==> src/rtl/intersection_pkg.sv <==
// Shared types and constants for the intersection traffic-light sequencer.
package intersection_pkg;

  // Phase states. The encoding is exported on state_o for debug and display.
  typedef enum logic [2:0] {
    ALL_RED_A   = 3'd0,
    MAIN_GREEN  = 3'd1,
    MAIN_YELLOW = 3'd2,
    ALL_RED_B   = 3'd3,
    SIDE_GREEN  = 3'd4,
    SIDE_YELLOW = 3'd5,
    FLASH       = 3'd6
  } state_e;

  // Lamp drives, {red, yellow, green}.
  localparam logic [2:0] LIGHT_RED = 3'b100;
  localparam logic [2:0] LIGHT_YEL = 3'b010;
  localparam logic [2:0] LIGHT_GRN = 3'b001;
  localparam logic [2:0] LIGHT_OFF = 3'b000;

  // Default interval durations in seconds, and the seconds-counter width.
  localparam int DEF_T_MAIN_GREEN = 20;
  localparam int DEF_T_SIDE_GREEN = 10;
  localparam int DEF_T_YELLOW     = 3;
  localparam int DEF_T_ALL_RED    = 2;
  localparam int DEF_CNT_W        = 6;

endpackage

==> src/rtl/intersection_if.sv <==
// Signal bundle between the intersection controller and its environment.
// Contract: tick_i is a single-cycle pulse synchronous to the controller clock;
// req_side_i, req_ped_i and flash_i are pre-synchronized levels sampled on every
// edge; every output is a function of controller registers only and is valid
// on every cycle (there is no valid/ready pairing, nothing is ever back-pressured).
interface intersection_if #(
  parameter int CNT_W = 6
);
  logic             tick_i;
  logic             req_side_i;
  logic             req_ped_i;
  logic             flash_i;
  logic [2:0]       main_light_o;
  logic [2:0]       side_light_o;
  logic             walk_o;
  logic [CNT_W-1:0] sec_left_o;
  logic [2:0]       state_o;

  // Environment side: drives tick and requests, observes lamps.
  modport master (
    output tick_i, req_side_i, req_ped_i, flash_i,
    input  main_light_o, side_light_o, walk_o, sec_left_o, state_o
  );

  // Controller side.
  modport slave (
    input  tick_i, req_side_i, req_ped_i, flash_i,
    output main_light_o, side_light_o, walk_o, sec_left_o, state_o
  );
endinterface

==> src/rtl/intersection_controller_interval_timer.sv <==
// Loadable seconds down-counter. Load wins over counting; the count never
// wraps below zero, and with hold_i set it parks at 1 instead of reaching 0.
module interval_timer #(
  parameter int               CNT_W   = 6,
  parameter logic [CNT_W-1:0] RST_VAL = '0
) (
  input  logic             clk_i,
  input  logic             rst_ni,
  input  logic             tick_i,
  input  logic             load_i,
  input  logic [CNT_W-1:0] load_val_i,
  input  logic             hold_i,
  output logic [CNT_W-1:0] count_o,
  output logic             expire_o
);
  localparam logic [CNT_W-1:0] ONE = CNT_W'(1);

  logic [CNT_W-1:0] count_q;

  // Counter register: reset, load, or decrement on tick.
  always_ff @(posedge clk_i) begin
    if (!rst_ni) begin
      count_q <= RST_VAL;
    end else if (load_i) begin
      count_q <= load_val_i;
    end else if (tick_i && (count_q != '0) && !(hold_i && (count_q == ONE))) begin
      count_q <= count_q - ONE;
    end
  end

  assign count_o  = count_q;
  assign expire_o = tick_i && (count_q == ONE);

endmodule

==> src/rtl/intersection_controller.sv <==
// Two-road traffic-light sequencer: phase FSM, demand flags, flashing mode and
// lamp decode. Timing is in seconds counted off a 1 Hz single-cycle tick.
module intersection_controller
  import intersection_pkg::*;
#(
  parameter int T_MAIN_GREEN = DEF_T_MAIN_GREEN,
  parameter int T_SIDE_GREEN = DEF_T_SIDE_GREEN,
  parameter int T_YELLOW     = DEF_T_YELLOW,
  parameter int T_ALL_RED    = DEF_T_ALL_RED,
  parameter int CNT_W        = DEF_CNT_W
) (
  input  logic clk_i,
  input  logic rst_ni,
  intersection_if.slave bus
);

  state_e           state_q, state_d;
  logic             pending_q, pending_d;
  logic             ped_q, ped_d;
  logic             walk_q, walk_d;
  logic             blink_q, blink_d;
  logic             expire;
  logic             load;
  logic [CNT_W-1:0] load_val;
  logic [CNT_W-1:0] count;
  logic             enter_side_green;

  // Duration loaded when a state is entered; FLASH shows zero.
  function automatic logic [CNT_W-1:0] duration(input state_e s);
    case (s)
      ALL_RED_A, ALL_RED_B:     return CNT_W'(T_ALL_RED);
      MAIN_GREEN:               return CNT_W'(T_MAIN_GREEN);
      MAIN_YELLOW, SIDE_YELLOW: return CNT_W'(T_YELLOW);
      SIDE_GREEN:               return CNT_W'(T_SIDE_GREEN);
      default:                  return '0;
    endcase
  endfunction

  // Any state change reloads the timer with the new state's duration.
  assign load     = (state_d != state_q);
  assign load_val = duration(state_d);

  interval_timer #(
    .CNT_W   (CNT_W),
    .RST_VAL (CNT_W'(T_ALL_RED))
  ) u_timer (
    .clk_i      (clk_i),
    .rst_ni     (rst_ni),
    .tick_i     (bus.tick_i),
    .load_i     (load),
    .load_val_i (load_val),
    .hold_i     (state_q == MAIN_GREEN),
    .count_o    (count),
    .expire_o   (expire)
  );

  // Next-state logic: flash request overrides everything, else advance on expiry.
  always_comb begin
    state_d = state_q;
    if (bus.flash_i) begin
      state_d = FLASH;
    end else begin
      case (state_q)
        ALL_RED_A:   if (expire) state_d = MAIN_GREEN;
        MAIN_GREEN:  if (expire && pending_q) state_d = MAIN_YELLOW;
        MAIN_YELLOW: if (expire) state_d = ALL_RED_B;
        ALL_RED_B:   if (expire) state_d = SIDE_GREEN;
        SIDE_GREEN:  if (expire) state_d = SIDE_YELLOW;
        SIDE_YELLOW: if (expire) state_d = ALL_RED_A;
        FLASH:       state_d = ALL_RED_A;
        default:     state_d = ALL_RED_A;
      endcase
    end
  end

  assign enter_side_green = (state_d == SIDE_GREEN) && (state_q != SIDE_GREEN);

  // Flag, walk and blink updates; a new request wins over a same-edge clear.
  always_comb begin
    pending_d = (pending_q && !enter_side_green) || bus.req_side_i || bus.req_ped_i;
    ped_d     = (ped_q && !enter_side_green) || bus.req_ped_i;
    walk_d    = 1'b0;
    if (state_d == SIDE_GREEN) begin
      walk_d = enter_side_green ? ped_q : walk_q;
    end
    blink_d = 1'b0;
    if (state_d == FLASH) begin
      blink_d = (state_q == FLASH && bus.tick_i) ? !blink_q : blink_q;
    end
  end

  // State and flag registers.
  always_ff @(posedge clk_i) begin
    if (!rst_ni) begin
      state_q   <= ALL_RED_A;
      pending_q <= 1'b0;
      ped_q     <= 1'b0;
      walk_q    <= 1'b0;
      blink_q   <= 1'b0;
    end else begin
      state_q   <= state_d;
      pending_q <= pending_d;
      ped_q     <= ped_d;
      walk_q    <= walk_d;
      blink_q   <= blink_d;
    end
  end

  // Lamp decode from registered state, so lamps switch on the state-change edge.
  always_comb begin
    bus.main_light_o = LIGHT_RED;
    bus.side_light_o = LIGHT_RED;
    case (state_q)
      MAIN_GREEN:  bus.main_light_o = LIGHT_GRN;
      MAIN_YELLOW: bus.main_light_o = LIGHT_YEL;
      SIDE_GREEN:  bus.side_light_o = LIGHT_GRN;
      SIDE_YELLOW: bus.side_light_o = LIGHT_YEL;
      FLASH: begin
        bus.main_light_o = blink_q ? LIGHT_YEL : LIGHT_OFF;
        bus.side_light_o = blink_q ? LIGHT_YEL : LIGHT_OFF;
      end
      default: ;
    endcase
  end

  assign bus.walk_o     = walk_q;
  assign bus.sec_left_o = count;
  assign bus.state_o    = state_q;

endmodule

==> src/flat_wrapper.sv <==
// flat-port wrapper written by rule: the top's interface ports become plain ports
module intersection_controller_flat import intersection_pkg::*;
#(
  parameter int T_MAIN_GREEN = DEF_T_MAIN_GREEN,
  parameter int T_SIDE_GREEN = DEF_T_SIDE_GREEN,
  parameter int T_YELLOW     = DEF_T_YELLOW,
  parameter int T_ALL_RED    = DEF_T_ALL_RED,
  parameter int CNT_W        = DEF_CNT_W
)
  (clk_i, rst_ni, bus_tick_i, bus_req_side_i, bus_req_ped_i, bus_flash_i, bus_main_light_o, bus_side_light_o, bus_walk_o, bus_sec_left_o, bus_state_o);
  intersection_if #(.CNT_W(CNT_W)) bus_i ();
  input  logic clk_i;
  input  logic rst_ni;
  input wire logic [$bits(bus_i.tick_i)-1:0] bus_tick_i;
  input wire logic [$bits(bus_i.req_side_i)-1:0] bus_req_side_i;
  input wire logic [$bits(bus_i.req_ped_i)-1:0] bus_req_ped_i;
  input wire logic [$bits(bus_i.flash_i)-1:0] bus_flash_i;
  output wire logic [$bits(bus_i.main_light_o)-1:0] bus_main_light_o;
  output wire logic [$bits(bus_i.side_light_o)-1:0] bus_side_light_o;
  output wire logic [$bits(bus_i.walk_o)-1:0] bus_walk_o;
  output wire logic [$bits(bus_i.sec_left_o)-1:0] bus_sec_left_o;
  output wire logic [$bits(bus_i.state_o)-1:0] bus_state_o;
  assign bus_i.tick_i = bus_tick_i;
  assign bus_i.req_side_i = bus_req_side_i;
  assign bus_i.req_ped_i = bus_req_ped_i;
  assign bus_i.flash_i = bus_flash_i;
  assign bus_main_light_o = bus_i.main_light_o;
  assign bus_side_light_o = bus_i.side_light_o;
  assign bus_walk_o = bus_i.walk_o;
  assign bus_sec_left_o = bus_i.sec_left_o;
  assign bus_state_o = bus_i.state_o;
  intersection_controller #(.T_MAIN_GREEN(T_MAIN_GREEN), .T_SIDE_GREEN(T_SIDE_GREEN), .T_YELLOW(T_YELLOW), .T_ALL_RED(T_ALL_RED), .CNT_W(CNT_W)) u_core (.clk_i(clk_i), .rst_ni(rst_ni), .bus(bus_i));
endmodule
==> config.mk <==
export PLATFORM = sky130hd
export DESIGN_NAME = intersection_controller_flat
export DESIGN_NICKNAME = d
export VERILOG_FILES = /design/src/rtl/intersection_pkg.sv /design/src/rtl/intersection_if.sv /design/src/rtl/intersection_controller_interval_timer.sv /design/src/rtl/intersection_controller.sv /design/src/flat_wrapper.sv
export SDC_FILE = /design/constraint.sdc
export NUM_CORES = 1
export LEC_CHECK = 0
export BUFFER_PORTS_ARGS = -buffer_cell sky130_fd_sc_hd__buf_2
export CORE_MARGIN = 1
export CORE_UTILIZATION = 55
export CTS_CLUSTER_SIZE = 24
export DETAILED_ROUTE_END_ITERATION = 7
export MAX_ROUTING_LAYER = met4
export PLACE_DENSITY = 0.82
export SYNTH_ARGS = -nofsm -noshare
export SYNTH_HDL_FRONTEND = slang
export SYNTH_SLANG_ARGS = --single-unit
==> constraint.sdc <==
create_clock -name clk_i -period 3.1 [get_ports clk_i]
set_clock_uncertainty 0.05 [all_clocks]
set_input_delay 0.31 -clock clk_i [delete_from_list [all_inputs] [get_ports clk_i]]
set_output_delay 0.31 -clock clk_i [all_outputs]
set_load 0.03 [all_outputs]
==> results_tabular.tex, run 1 <==
\begin{tabular}{lr}
\hline
Metric & Value \\
\hline
\multicolumn{2}{l}{\textbf{STA}} \\
\quad Final Hold Slack & 0.1898 ns \\
\quad Number of pins with negative max-slew slack in the final report & 0 \\
\quad Maximum achievable frequency & 477.5 MHz \\
\quad Headroom to the max-slew limit & 0.6294 \\
\quad Worst-Margin Slew & 0.5522 ns \\
\quad RSZ-0062 raised after global routing & false \\
\quad Part of the cycle the worst path needs & 0.6756 \\
\quad Min cycle time layout & 2.094 ns \\
\quad Final setup TNS & 0 ns \\
\quad Number of hold-slack violations in the final timing report & 0 \\
\quad Final count of negative-setup-slack endpoints & 0 \\
\multicolumn{2}{l}{\textbf{Route}} \\
\quad WL final & 2108 um \\
\quad Detail Route Antenna Nets & 0 \\
\quad Mean routed wirelength per cell & 14.34 um \\
\quad First-iteration detailed-routing DRC count & 66 \\
\quad Via density per instance & 6.177 \\
\quad Pre-Repair DR Iteration Count & 4 \\
\quad Routed via count & 908 \\
\quad DRC viols & 0 \\
\multicolumn{2}{l}{\textbf{Logic synthesis}} \\
\quad Cell taking the most area after synthesis & sky130\_fd\_sc\_hd\_\_dfxtp\_1 \\
\quad Area share of the largest cell type after synthesis & 0.2925 \\
\quad Number of instances in the synthesized netlist & 110 \\
\quad Register bit count reported by yosys & 13 \\
\quad Top FF cell, synth & sky130\_fd\_sc\_hd\_\_dfxtp\_1 \\
\quad Mapped Nets & 119 \\
\quad Summed instance area of the synthesized netlist & 889.6 sq um \\
\quad Commonest cells post-synth & sky130\_fd\_sc\_hd\_\_nor2\_1, sky130\_fd\_sc\_hd\_\_dfxtp\_1, sky130\_fd\_sc\_hd\_\_nand2\_1 \\
\quad Total number of yosys warnings & 0 \\
\quad Most frequent cell after synthesis & sky130\_fd\_sc\_hd\_\_nor2\_1 \\
\quad Average cell area after synthesis & 8.087 sq um \\
\quad Yosys cell types & 45 \\
\quad Largest cells by area after synthesis & sky130\_fd\_sc\_hd\_\_dfxtp\_1, sky130\_fd\_sc\_hd\_\_nor2\_1, sky130\_fd\_sc\_hd\_\_ha\_1 \\
\quad Proportion of synthesized flip-flops having asynchronous set or reset & 0 \\
\quad Sequential cell area fraction in the yosys report & 0.2925 \\
\quad EDFF count, synth & 0 \\
\multicolumn{2}{l}{\textbf{Placed design}} \\
\quad Post-place instance area & 977.2 sq um \\
\quad HPWL after DPL & 1540 um \\
\quad I/O Buffers & 21 \\
\quad Final estimated routing congestion in global placement & 0.8658 \\
\multicolumn{2}{l}{\textbf{Floorplanning}} \\
\quad Die X & 42.22 um \\
\quad Floorplan die area & 1782 sq um \\
\quad Total I/O pin count & 22 \\
\quad Initial core utilization & 0.5905 \\
\quad Placeable core area & 1506 sq um \\
\quad Placement row count & 14 \\
\quad Die Y-Extent & 42.22 um \\
\multicolumn{2}{l}{\textbf{Cells and area}} \\
\quad Number of fillers in the final layout & 121 \\
\quad Fraction of final layout cells sized beyond drive strength 1 & 0.2366 \\
\quad Final core occ & 0.6661 \\
\quad Final nets & 141 \\
\quad Post-route design area & 1003 sq um \\
\quad Area Growth Syn to Fin & 12.80\% \\
\quad Number of antenna diodes & 0 \\
\multicolumn{2}{l}{\textbf{Power}} \\
\quad Total power after layout & 443.9 uW \\
\quad Power share of the combinational group & 0.295 \\
\quad Worst vdd rail ir drop & 0.0003020 V \\
\quad Flop pwr share & 0.448 \\
\quad Switching Share & 0.3781 \\
\quad Internal & 276.1 uW \\
\quad Fraction of power consumed by the clock network & 0.257 \\
\quad Power per Cell Area & 442.4 nW/um\^{}2 \\
\quad Static leakage & 0.0004618 uW \\
\quad Net switching power figure & 167.8 uW \\
\multicolumn{2}{l}{\textbf{Worst setup path}} \\
\quad Type of destination of the critical path & register \\
\quad List of cells traversed by the critical path & inv\_1 > ha\_1 > and3b\_1 > and3\_2 > nor2b\_1 > a311oi\_1 > and3\_1 \\
\quad Endpoint arrival time on the critical path & 2.28 ns \\
\quad CP startpoint kind & register \\
\quad Highest cell delay on the worst timing path & 0.49 ns \\
\quad Largest fanout on the critical path & 8 \\
\quad Slowest cell on the critical path & sky130\_fd\_sc\_hd\_\_a311oi\_1 \\
\quad Kind of critical path & register to register \\
\quad Data required time at the worst endpoint & 3.28 ns \\
\multicolumn{2}{l}{\textbf{Run}} \\
\quad Number of max-cap violations & 0 \\
\multicolumn{2}{l}{\textbf{Global routing}} \\
\quad Global-route wire length before repair & 3436 um \\
\quad Maximum number of pins on one net before global-route repair & 19 \\
\quad Antenna violations before repair & 0 \\
\quad GRT Total Usage & 0.2592 \\
\quad Via count of the first global-routing pass & 763 \\
\quad Overflow left after global routing & 0 \\
\multicolumn{2}{l}{\textbf{Clock network}} \\
\quad Insertion delay to the later sink of the worst-skew pair & 0.28 ns \\
\quad Number of sinks on the clock net & 13 \\
\quad Clock root buffer & sky130\_fd\_sc\_hd\_\_clkbuf\_4 \\
\quad Buffers inserted during post-CTS setup optimization & 0 \\
\quad Htree depth & 1 \\
\quad Post-CTS sizing & 0 \\
\quad Clock Path Buffers & 2 \\
\quad Hold-fix buffer count after cts & 0 \\
\quad Num CTS Buffers & 3 \\
\quad CTS tree & yes \\
\quad Clock transition at the registers of the reported paths & 0.09 ns \\
\multicolumn{2}{l}{\textbf{Outcome}} \\
\quad Outcome & finished, final reports clean \\
\multicolumn{2}{l}{\textbf{Hold path}} \\
\quad Type of the tightest min-delay check & primary input to register \\
\hline
\end{tabular}
cell usage in the layout (no fill, tap or decap), types with 2 or more instances in the layout:
cell type / instances
sky130_fd_sc_hd__o21ai_0: 4
sky130_fd_sc_hd__dfxtp_1: 13
sky130_fd_sc_hd__xor2_1: 3
sky130_fd_sc_hd__nor2b_1: 3
sky130_fd_sc_hd__and3_1: 2
sky130_fd_sc_hd__a21oi_1: 5
sky130_fd_sc_hd__ha_1: 3
sky130_fd_sc_hd__clkbuf_4: 3
sky130_fd_sc_hd__nor3_1: 3
sky130_fd_sc_hd__nand3_1: 2
sky130_fd_sc_hd__a31oi_1: 3
sky130_fd_sc_hd__and2_1: 2
sky130_fd_sc_hd__a211oi_1: 2
sky130_fd_sc_hd__o22ai_1: 2
sky130_fd_sc_hd__buf_2: 21
sky130_fd_sc_hd__a311o_1: 2
sky130_fd_sc_hd__nand4_1: 3
sky130_fd_sc_hd__nor2_1: 14
sky130_fd_sc_hd__nand2_1: 10
sky130_fd_sc_hd__inv_1: 5
registers in the layout, indices dropped and copies added, names as in the netlist:
signal	count
u_core.ped_q	1
u_core.u_timer.count_o	6
u_core.blink_q	1
u_core.bus.walk_o	1
u_core.pending_q	1
u_core.bus.state_o	3
cell type report:
type	count	area (sq um)	area share
clock buffer	4	26.28	0.02618
inverter	5	18.77	0.01870
multi-input combinational	88	573.1	0.5711
sequential	13	260.3	0.2594
tap	16	20.02	0.01995
timing repair buffer	21	105.1	0.1047
worst max-delay path, delay by kind of cell (launching register included):
| family | cells | cell delay [ns] |
|---|---|---|
| buffers and inverters | 1 | 0.12 |
| flip-flops | 1 | 0.34 |
| adder cells (fa/ha/maj) | 1 | 0.18 |
| AO/OA/AOI/OAI | 1 | 0.49 |
| AND/OR/NAND/NOR | 4 | 0.85 |
metal layers:
metal | up-vias | track usage | part of all wire
li1 | 445 | - | -
met5 | - | - | 0
met2 | 45 | 0.3538 | 0.44
met4 | 0 | 0.1125 | 0.0066
met3 | 4 | 0.03879 | 0.074
met1 | 414 | 0.3774 | 0.48
metrics by stage:
stage               instances  worst slack [ns]
global route              147            0.8833
detailed placement        143             1.071
global placement          143             1.121
floorplan                 110            0.7813
finish                    147             1.006
CTS                       147             1.032
path summary, 6_finish.rpt:
kind	slack (ns)	to	start	cells after the start
hold reg to reg	0.45	u_core.ped_q	u_core.ped_q	2
setup / recovery	1.01	u_core.bus.walk_o	u_core.u_timer.count_o[1]	7
hold / removal	0.19	u_core.pending_q	bus_req_side_i	3
setup reg to reg	1.01	u_core.bus.walk_o	u_core.u_timer.count_o[1]	7
power groups by stage:
stage / clock network, uW / registers (uW) / logic, uW
floorplan: 0 / 215 / 83.6
CTS: 114 / 199 / 130
finish: 114 / 199 / 131
detailed placement: 0 / 203 / 129
global route: 122 / 202 / 143
global placement: 0 / 202 / 127
kinds of logic (layout without fill, tap and decap cells):
logic type / after synthesis / count (layout) / share of synthesized area
buffers and inverters: 9 / 30 / 0.06329
AO/OA/AOI/OAI: 30 / 30 / 0.2405
AND/OR/NAND/NOR: 50 / 50 / 0.3095
XOR/XNOR: 4 / 4 / 0.03939
adder cells (fa/ha/maj): 3 / 3 / 0.04220
multiplexers: 1 / 1 / 0.01266
flip-flops: 13 / 13 / 0.2925
No activity file was read; power rests on OpenSTA's default activity.
==> run 2: changes to the inputs <==
Settings changed: CORE_UTILIZATION 55 to 46, PLACE_DENSITY 0.82 to 0.73.
Clock period 3.1 ns to 1.7 ns, I/O delays scaled along.
==> run 2 against run 1 <==
Effect of this change: the run now ends with negative setup slack left; register-to-register slack worse by 1.0 ns; combinational power grew to 2.5 times the previous value; non-clock buffer count is 18 higher; worst setup slack worse by 1.0 ns; sequential power is 79% higher; critical path type unchanged; largest cell class unchanged; highest routed layer unchanged.
==> results_tabular.tex, run 2 (same netlist as run 1, synthesis figures left out) <==
\begin{tabular}{lr}
\hline
Metric & Value \\
\hline
\multicolumn{2}{l}{\textbf{Floorplanning}} \\
\quad Placement row count & 15 (was 14) \\
\quad Placeable core area & 1764 sq um (was 1506 sq um) \\
\quad Initial core utilization & 0.5043 (was 0.5905) \\
\quad Die X & 45.98 um (was 42.22 um) \\
\quad Floorplan die area & 2114 sq um (was 1782 sq um) \\
\quad Total I/O pin count & 22 (unchanged) \\
\quad Die Y-Extent & 45.98 um (was 42.22 um) \\
\multicolumn{2}{l}{\textbf{Placed design}} \\
\quad Post-place instance area & 1137 sq um (was 977.2 sq um) \\
\quad Cell Count Post-Placement & 166 (was 143) \\
\quad I/O Buffers & 21 (unchanged) \\
\quad Final estimated routing congestion in global placement & 0.8855 (was 0.8658) \\
\quad Dpl ws & -0.09448 ns (was 1.071 ns) \\
\quad HPWL after DPL & 1812 um (was 1540 um) \\
\multicolumn{2}{l}{\textbf{STA}} \\
\quad Minimum setup slack in the final design & -0.03768 ns (was 1.006 ns) \\
\quad Worst-Margin Slew & 0.3753 ns (was 0.5522 ns) \\
\quad Number of pins with negative max-slew slack in the final report & 0 (unchanged) \\
\quad Number of hold-slack violations in the final timing report & 0 (unchanged) \\
\quad Final count of negative-setup-slack endpoints & 4 (was 0) \\
\quad Final Hold Slack & 0.07196 ns (was 0.1898 ns) \\
\quad Maximum achievable frequency & 575.5 MHz (was 477.5 MHz) \\
\quad Part of the cycle the worst path needs & 1.022 (was 0.6756) \\
\quad Headroom to the max-slew limit & 0.7490 (was 0.6294) \\
\quad Min cycle time layout & 1.738 ns (was 2.094 ns) \\
\quad RSZ-0062 raised after global routing & true (was false) \\
\multicolumn{2}{l}{\textbf{Global routing}} \\
\quad Antenna violations before repair & 0 (unchanged) \\
\quad Global-route wire length before repair & 3981 um (was 3436 um) \\
\quad Via count of the first global-routing pass & 910 (was 763) \\
\quad GRT Total Usage & 0.2640 (was 0.2592) \\
\quad Maximum number of pins on one net before global-route repair & 15 (was 19) \\
\quad Overflow left after global routing & 0 (unchanged) \\
\multicolumn{2}{l}{\textbf{Route}} \\
\quad Routed via count & 990 (was 908) \\
\quad Via density per instance & 5.690 (was 6.177) \\
\quad DRC viols & 0 (unchanged) \\
\quad Pre-Repair DR Iteration Count & 4 (unchanged) \\
\quad WL final & 2466 um (was 2108 um) \\
\quad Mean routed wirelength per cell & 14.17 um (was 14.34 um) \\
\quad Detail Route Antenna Nets & 0 (unchanged) \\
\quad First-iteration detailed-routing DRC count & 30 (was 66) \\
\multicolumn{2}{l}{\textbf{Power}} \\
\quad Static leakage & 0.0005610 uW (was 0.0004618 uW) \\
\quad Worst vdd rail ir drop & 0.0005497 V (was 0.0003020 V) \\
\quad Power per Cell Area & 698.4 nW/um\^{}2 (was 442.4 nW/um\^{}2) \\
\multicolumn{2}{l}{\textbf{Cells and area}} \\
\quad Most common cell after layout, fill and taps aside & sky130\_fd\_sc\_hd\_\_buf\_2 (unchanged) \\
\quad Final core occ & 0.7135 (was 0.6661) \\
\quad Number of antenna diodes & 0 (unchanged) \\
\quad Number of fillers in the final layout & 147 (was 121) \\
\quad Final nets & 159 (was 141) \\
\quad Top library cells by usage in the layout, fill and taps aside & sky130\_fd\_sc\_hd\_\_buf\_2, sky130\_fd\_sc\_hd\_\_buf\_4, sky130\_fd\_sc\_hd\_\_nor2\_1 (was sky130\_fd\_sc\_hd\_\_buf\_2, sky130\_fd\_sc\_hd\_\_nor2\_1, sky130\_fd\_sc\_hd\_\_dfxtp\_1) \\
\quad Post-route design area & 1259 sq um (was 1003 sq um) \\
\quad Fraction of final layout cells sized beyond drive strength 1 & 0.4899 (was 0.2366) \\
\quad Number of flip-flops in the largest register & 6 (unchanged) \\
\quad Area Growth Syn to Fin & 41.49\% (was 12.80\%) \\
\quad Final cell count without fillers & 174 (was 147) \\
\multicolumn{2}{l}{\textbf{Outcome}} \\
\quad Violations in the final reports & negative setup slack \\
\quad Outcome & complete, but fails checks (was finished, final reports clean) \\
\multicolumn{2}{l}{\textbf{Clock network}} \\
\quad Insertion delay to the later sink of the worst-skew pair & 0.27 ns (was 0.28 ns) \\
\quad Num CTS Buffers & 3 (unchanged) \\
\quad Number of sinks on the clock net & 13 (unchanged) \\
\quad Clock root buffer & sky130\_fd\_sc\_hd\_\_clkbuf\_4 (unchanged) \\
\quad Clock transition at the registers of the reported paths & 0.09 ns (about the same) \\
\quad CTS tree & yes (unchanged) \\
\quad Hold-fix buffer count after cts & 0 (unchanged) \\
\quad Clock Path Buffers & 2 (unchanged) \\
\quad Htree depth & 1 (unchanged) \\
\multicolumn{2}{l}{\textbf{Hold path}} \\
\quad Type of the tightest min-delay check & primary input to register (unchanged) \\
\multicolumn{2}{l}{\textbf{Worst setup path}} \\
\quad Endpoint arrival time on the critical path & 1.88 ns (was 2.28 ns) \\
\quad CP startpoint kind & register (unchanged) \\
\quad Type of destination of the critical path & register (unchanged) \\
\quad Kind of critical path & register to register (unchanged) \\
\quad Largest fanout on the critical path & 8 (unchanged) \\
\quad Data required time at the worst endpoint & 1.85 ns (was 3.28 ns) \\
\multicolumn{2}{l}{\textbf{Run}} \\
\quad Number of max-cap violations & 0 (unchanged) \\
\hline
\end{tabular}
run 2: cell types whose count changed in the layout (fill, tap and decap cells not counted), sizes merged:
cell    change
clkbuf      +1
buf        +17
run 2: layout make-up:
cell class | instances | area [sq um] | area share
Multi-Input combinational cell | 88 | 663.1 | 0.5268
Sequential cell | 13 | 270.3 | 0.2147
Timing Repair Buffer | 39 | 246.5 | 0.1958
Tap cell | 25 | 31.28 | 0.02485
Clock buffer | 4 | 26.28 | 0.02087
Inverter | 5 | 21.27 | 0.01690
run 2: layer usage:
| metal | global-route usage | routed length [um] |
|---|---|---|
| met1 | 0.3619 | 1136 |
| met2 | 0.4056 | 1164 |
| met3 | 0.01190 | 134 |
| met4 | 0.1000 | 30 |
| met5 | - | 0 |
run 2: path summary, 6_finish.rpt:
path | to | slack [ns] | startpoint | depth (start not counted)
max | u_core.blink_q | -0.04 | u_core.u_timer.count_o[1] | 7
min reg2reg | u_core.ped_q | 0.49 | u_core.ped_q | 2
min | u_core.pending_q | 0.07 | bus_req_side_i | 3
max reg2reg | u_core.blink_q | -0.04 | u_core.u_timer.count_o[1] | 7
run 2: stage by stage:
step	power (uW)	TNS, ns
2_1_floorplan	555.7	-0.03893
3_3_place_gp	650.5	-0.08756
3_5_place_dp	654.2	-0.2988
4_1_cts	855.4	-0.03755
5_1_grt	924.8	-0.6021
6_report	879.1	-0.08710
run 2: worst max-delay path, stage by stage, from the launching register on:
cell and delay (ns):
sky130_fd_sc_hd__dfxtp_4 0.37, sky130_fd_sc_hd__inv_4 0.04, sky130_fd_sc_hd__ha_4 0.14, sky130_fd_sc_hd__and3b_2 0.25, sky130_fd_sc_hd__a311o_1 0.29, sky130_fd_sc_hd__a31oi_2 0.17, sky130_fd_sc_hd__a21boi_2 0.20, sky130_fd_sc_hd__nor3b_2 0.16
run 2: power breakdown:
group	leakage (uW)	switching [uW]	internal, uW
Combinational	0.000437	193	140
Sequential	0.000109	27.4	328
Clock	0.0000150	99.5	90.6
run 2: repair_timing:
action	CTS	global route
gates resized for setup	5	13
pin swaps	3	9
endpoints found under the setup margin	9	13
setup buffers	3	2
